===== src/rtl/noc_slave_port.sv =====
`default_nettype none
// ============================================================================
// Module   : noc_slave_port
// Purpose  : Splits header+payload packets popped from the arbiter FIFO into
//            single-byte slave writes. Optional ack timeout with payload
//            drain is enabled by defining NOC_SLAVE_TIMEOUT_EN.
// Revision : 1.0 - initial release
// ============================================================================
module noc_slave_port #(
  parameter int DSIZE   = 8,
  parameter int TIMEOUT = 15
) (
  input  logic             clk,
  input  logic             rstn,
  input  logic             fifo_rempty,
  input  logic [DSIZE-1:0] fifo_rdata,
  output logic             fifo_rden,
  output logic             slave_req,
  output logic [3:0]       slave_addr,
  output logic [DSIZE-1:0] slave_data,
  input  logic             slave_ack,
  output logic             pkt_done,
  output logic             busy,
  output logic             err_timeout
);

  if (DSIZE < 8) begin : g_dsize_check
    $error("noc_slave_port: DSIZE must be at least 8 to hold a header byte");
  end

  if (TIMEOUT < 1 || TIMEOUT > 15) begin : g_timeout_check
    $error("noc_slave_port: TIMEOUT must fit the 4-bit ack-wait counter (1..15)");
  end

  typedef enum logic [2:0] {
    IDLE  = 3'd0,
    HDR   = 3'd1,
    FETCH = 3'd2,
    LOAD  = 3'd3,
    SEND  = 3'd4,
    DRAIN = 3'd5
  } state_t;

  state_t           r_state;
  state_t           w_state_nxt;
  logic             r_arm;
  logic [3:0]       r_remaining;
  logic [3:0]       w_remaining_nxt;
  logic [3:0]       w_remaining_dec;
  logic             r_slave_req;
  logic             w_slave_req_nxt;
  logic [3:0]       r_slave_addr;
  logic [3:0]       w_slave_addr_nxt;
  logic [DSIZE-1:0] r_slave_data;
  logic [DSIZE-1:0] w_slave_data_nxt;
  logic             r_pkt_done;
  logic             w_pkt_done_nxt;
  logic             w_fifo_rden;

`ifdef NOC_SLAVE_TIMEOUT_EN
  localparam logic [3:0] c_timeout = 4'(TIMEOUT);
  logic [3:0] r_to_cnt;
  logic [3:0] w_to_cnt_nxt;
  logic       w_to_hit;
  logic       r_err_timeout;
  logic       w_err_timeout_nxt;

  // Fires on the SEND cycle whose missing ack would bring the count to TIMEOUT.
  assign w_to_hit = ((r_to_cnt + 4'd1) == c_timeout);
`endif

  // Saturating decrement keeps the byte count from wrapping below zero.
  assign w_remaining_dec = (r_remaining != 4'd0) ? (r_remaining - 4'd1) : 4'd0;

  always_ff @(posedge clk or negedge rstn) begin
    if (!rstn) begin
      r_state      <= IDLE;
      r_arm        <= 1'b0;
      r_remaining  <= 4'd0;
      r_slave_req  <= 1'b0;
      r_slave_addr <= 4'd0;
      r_slave_data <= '0;
      r_pkt_done   <= 1'b0;
    end else begin
      r_state      <= w_state_nxt;
      r_arm        <= 1'b1;
      r_remaining  <= w_remaining_nxt;
      r_slave_req  <= w_slave_req_nxt;
      r_slave_addr <= w_slave_addr_nxt;
      r_slave_data <= w_slave_data_nxt;
      r_pkt_done   <= w_pkt_done_nxt;
    end
  end

`ifdef NOC_SLAVE_TIMEOUT_EN
  always_ff @(posedge clk or negedge rstn) begin
    if (!rstn) begin
      r_to_cnt      <= 4'd0;
      r_err_timeout <= 1'b0;
    end else begin
      r_to_cnt      <= w_to_cnt_nxt;
      r_err_timeout <= w_err_timeout_nxt;
    end
  end
`endif

  always_comb begin
    w_state_nxt       = r_state;
    w_remaining_nxt   = r_remaining;
    w_slave_req_nxt   = r_slave_req;
    w_slave_addr_nxt  = r_slave_addr;
    w_slave_data_nxt  = r_slave_data;
    w_pkt_done_nxt    = 1'b0;
    w_fifo_rden       = 1'b0;
`ifdef NOC_SLAVE_TIMEOUT_EN
    w_to_cnt_nxt      = r_to_cnt;
    w_err_timeout_nxt = 1'b0;
`endif

    case (r_state)
      IDLE: begin
        // r_arm holds off the first pop until one edge after reset release.
        w_fifo_rden = r_arm & ~fifo_rempty;
        if (w_fifo_rden) begin
          w_state_nxt = HDR;
        end
      end

      HDR: begin
        w_slave_addr_nxt = fifo_rdata[3:0];
        w_remaining_nxt  = fifo_rdata[7:4];
        if (fifo_rdata[7:4] == 4'd0) begin
          w_pkt_done_nxt = 1'b1;
          w_state_nxt    = IDLE;
        end else begin
          w_state_nxt    = FETCH;
        end
      end

      FETCH: begin
        w_fifo_rden = ~fifo_rempty;
        if (w_fifo_rden) begin
          w_state_nxt = LOAD;
        end
      end

      LOAD: begin
        w_slave_data_nxt = fifo_rdata;
        w_slave_req_nxt  = 1'b1;
        w_state_nxt      = SEND;
`ifdef NOC_SLAVE_TIMEOUT_EN
        w_to_cnt_nxt     = 4'd0;
`endif
      end

      SEND: begin
        // Ack takes priority over a timeout landing on the same cycle.
        if (slave_ack) begin
          w_slave_req_nxt = 1'b0;
          w_remaining_nxt = w_remaining_dec;
          if (w_remaining_dec == 4'd0) begin
            w_pkt_done_nxt = 1'b1;
            w_state_nxt    = IDLE;
          end else begin
            w_state_nxt    = FETCH;
          end
        end
`ifdef NOC_SLAVE_TIMEOUT_EN
        else if (w_to_hit) begin
          // The unacked byte is abandoned; only unpopped payload is drained.
          w_slave_req_nxt   = 1'b0;
          w_err_timeout_nxt = 1'b1;
          w_remaining_nxt   = w_remaining_dec;
          w_state_nxt       = DRAIN;
        end else begin
          w_to_cnt_nxt      = r_to_cnt + 4'd1;
        end
`endif
      end

`ifdef NOC_SLAVE_TIMEOUT_EN
      DRAIN: begin
        if (r_remaining == 4'd0) begin
          w_pkt_done_nxt = 1'b1;
          w_state_nxt    = IDLE;
        end else begin
          w_fifo_rden = ~fifo_rempty;
          if (w_fifo_rden) begin
            w_remaining_nxt = w_remaining_dec;
            if (w_remaining_dec == 4'd0) begin
              w_pkt_done_nxt = 1'b1;
              w_state_nxt    = IDLE;
            end
          end
        end
      end
`endif

      default: begin
        w_state_nxt = IDLE;
      end
    endcase
  end

  assign fifo_rden  = w_fifo_rden;
  assign slave_req  = r_slave_req;
  assign slave_addr = r_slave_addr;
  assign slave_data = r_slave_data;
  assign pkt_done   = r_pkt_done;
  assign busy       = (r_state != IDLE);

`ifdef NOC_SLAVE_TIMEOUT_EN
  assign err_timeout = r_err_timeout;
`else
  assign err_timeout = 1'b0;
`endif

endmodule
`default_nettype wire


===== config.mk =====
export PLATFORM = sky130hd
export DESIGN_NAME = noc_slave_port
export DESIGN_NICKNAME = d
export VERILOG_FILES = /design/src/rtl/noc_slave_port.sv
export SDC_FILE = /design/constraint.sdc
export NUM_CORES = 1
export LEC_CHECK = 0
export ABC_AREA = 0
export BUFFER_PORTS_ARGS = -buffer_cell sky130_fd_sc_hd__buf_2
export CAP_MARGIN = 40
export CORE_MARGIN = 4
export CORE_UTILIZATION = 45
export DETAILED_ROUTE_END_ITERATION = 10
export PLACE_DENSITY_LB_ADDON = 0.15
export SYNTH_ARGS = -nofsm -noshare
export SYNTH_HDL_FRONTEND = slang
export SYNTH_SLANG_ARGS = --single-unit

===== constraint.sdc =====
create_clock -name clk -period 1.3 [get_ports clk]
set_input_delay 0.13 -clock clk [delete_from_list [all_inputs] [get_ports clk]]
set_output_delay 0.13 -clock clk [all_outputs]
set_load 0.01 [all_outputs]

==> summary.md <==
| Metric | Value |
|---|---|
| Register Area | 550.5 sq um |
| Number of global-route vias before repair | 922 |
| Async set-reset flop share out of synthesis | 100.0% |
| Final Critical Period | 1488 ps |
| Clk_lat worst skew | 320 ps |
| Leading cell type in the layout, fill and taps excluded | buf_2 |
| Cells after synthesis | 87 |
| I/O pins | 29 |
| Antenna violations before repair | 0 |
| Status | finished with violations |
| DR vias/cell | 5.259 |
| Die Width | 55.25 um |
| Syn Nets | 99 |
| Most common flop cell mapped by yosys | dfrtp_1 |
| Cts bufs inserted | 3 |
| Design area | 1388 sq um |
| Met2 WL post-DR | 1.138 mm |
| Footprint of the multi-input gates | 461.7 sq um |
| FILL cells | 174 |
| H-tree Lvls | 1 |
| Setup violators final | 19 |
| Worst Hold Depth | 2 |
| N_diodes | 0 |
| Worst-path clk slew | 120 ps |
| Failing checks | setup timing |
| Syn_area_per_cell | 11.55 sq um |
| Via count | 831 |
| Stages on the worst setup path | 3 |
| Drt drc | 0 |
| Worst IR Drop VDD | 1.343 mV |
| Largest net degree at the start of global routing | 23 |
| Top Layer Used | met4 |
| Pwr dens | 2285 nW/um^2 |
| CP Launch Type | flip-flop |
| FF+latch count, synth | 22 |
| Nets@finish | 144 |
| Sequential area share after synthesis | 54.79% |
| Final hold viol count | 0 |
| HPWL Detailed | 1.572 mm |
| Most frequent cells in the layout | buf_2, dfrtp_1, mux2_2, buf_4, buf_6 |
| Final WS setup | -187.9 ps |
| Unrepaired setup endpoints after global routing | yes |
| Worst EP required | 1170 ps |
| Hold Path Class | primary input to flip-flop |
| Initial Utilization | 49.20% |
| First-pass iteration count of the detailed router | 3 |
| GRT Util Overall | 16.40% |
| Gr ovfl total | 0 |
| Met3 wire length | 116 um |
| Lkg Pwr | 0.6509 nW |
| Crit path cell chain | buf_6 -> or3_1 -> buf_2 |
| Wire length of the first global-routing pass | 4.029 mm |
| Synth Cell Area | 1005 sq um |
| Die height | 55.25 um |
| Root buffer cell | clkbuf_4 |
| Reg2reg path depth | 4 |
| Rows | 16 |
| Max Buffers Root-to-Sink | 2 |
| Crit path max-delay family | flip-flops |
| Max stage delay on crit path | 410 ps |
| R2R setup slack | -140 ps |
| Initial DRC count | 13 |
| Routed Antenna Nets | 0 |
| Placed Area | 1224 sq um |
| # port buffers | 27 |
| Synth cell types | 32 |
| Routed WL | 2.313 mm |
| Sinks on Clock Net | 22 |
| Die Footprint | 3053 sq um |
| Area growth syn-to-layout | 38.11% |
| Setup CP Type | flip-flop to output port |
| Final Hold Slack | 43.23 ps |
| Period utilization | 114.5% |
| Max-cap violation count | 0 |
| DR WL/cell | 14.64 um |
| Placer Congestion | 0.8032 |
| Placeable core area | 2042 sq um |
| Crit end category | output port |
| Critical path arrival | 1360 ps |
| Clock Skews | 7.029 ps |
| Max-slew violation count | 0 |
| Max Freq | 672.1 MHz |
| Syn. warnings | 0 |
| CP Buf/Inv Count | 2 |
| CP max-delay cell | dfrtp_1 |
| Layout cells sized above 1 | 54.96% |
| Worst-path fanout max | 13 |
| Fin util | 67.95% |
| Number of synthesized flops with an enable pin | 0 |
| CTS tree | built |
| DRT met1 WL | 1.017 mm |
-- per-stage QoR --
| step | TNS (ps) | std cells | setup WS, ps | power [W] |
|---|---|---|---|---|
| global placement | -63.30 | 147 | -18.02 | 0.002499 |
| detailed placement | -158.1 | 147 | -48.39 | 0.002547 |
| finish | -1919 | 158 | -187.9 | 0.003171 |
| global route | -3323 | 158 | -264.3 | 0.003418 |
| floorplan | -85.07 | 87 | -7.940 | 0.001991 |
| CTS | -1917 | 158 | -183.6 | 0.003100 |
-- state kept, by name (all words and copies together), names as in the netlist --
register,flops
r_remaining,4
r_state,3
pkt_done,1
slave_req,1
slave_data,8
slave_addr,4
r_arm,1
-- synth_stat cells (2+ instances only) --
master	instances	area share [%]
nor3_1	4	2.0
mux2_2	13	15
dfrtp_1	22	55
nand3b_1	2	1.5
inv_1	2	0.75
conb_1	2	0.75
nand2_1	3	1.1
o21ai_1	2	1.0
o21ai_0	5	2.5
nor2_1	4	1.5
a21oi_1	5	2.5
nor4_1	3	1.9
-- worst paths after layout --
kind	from	endpoint
max reg2reg	r_state[0]	slave_data[7]
max	r_state[1]	busy
min	slave_ack	r_state[2]
min in group asynchronous	rstn	slave_req
min reg2reg	slave_data[5]	slave_data[5]
max in group asynchronous	rstn	slave_data[1]
-- layout make-up --
type / count / area share [%]
Sequential cell: 22 / 39.68
Multi-Input combinational cell: 58 / 33.27
Timing Repair Buffer: 45 / 21.46
Clock buffer: 4 / 2.615
Tap cell: 27 / 2.435
Inverter: 2 / 0.5410
-- power by group --
| group | internal (W) | switching (W) | leakage, nW |
|---|---|---|---|
| sequential | 0.000989 | 0.000198 | 0.266 |
| combinational | 0.000843 | 0.000757 | 0.364 |
| clock | 0.000171 | 0.000213 | 0.0210 |
-- kinds of logic (layout without fill, tap and decap cells) --
| group | count (synthesis) | after routing | synth area share (%) |
|---|---|---|---|
| AND/OR/NAND/NOR | 24 | 24 | 14.20 |
| flip-flops | 22 | 22 | 54.79 |
| AO/OA/AOI/OAI | 19 | 19 | 11.71 |
| multiplexers | 13 | 13 | 14.57 |
| buffers and inverters | 7 | 51 | 3.984 |
| other | 2 | 2 | 0.7475 |
-- repair_timing --
| action | CTS | global route |
|---|---|---|
| endpoints found under the hold margin | 23 | 0 |
| endpoints found under the setup margin | 19 | 22 |
| resized for setup | 11 | 9 |
| pin swaps | 5 | 5 |
| gates cloned | 0 | 0 |
| setup buffers | 5 | 0 |
| hold buffers | 2 | 0 |
-- layer usage --
layer | global-route usage (%) | vias up
met5 | 0 | -
met4 | 7.292 | 0
met3 | 4.196 | 5
met2 | 27.70 | 19
met1 | 19.49 | 414
li1 | - | 393
(Power assumes the default switching activity.)
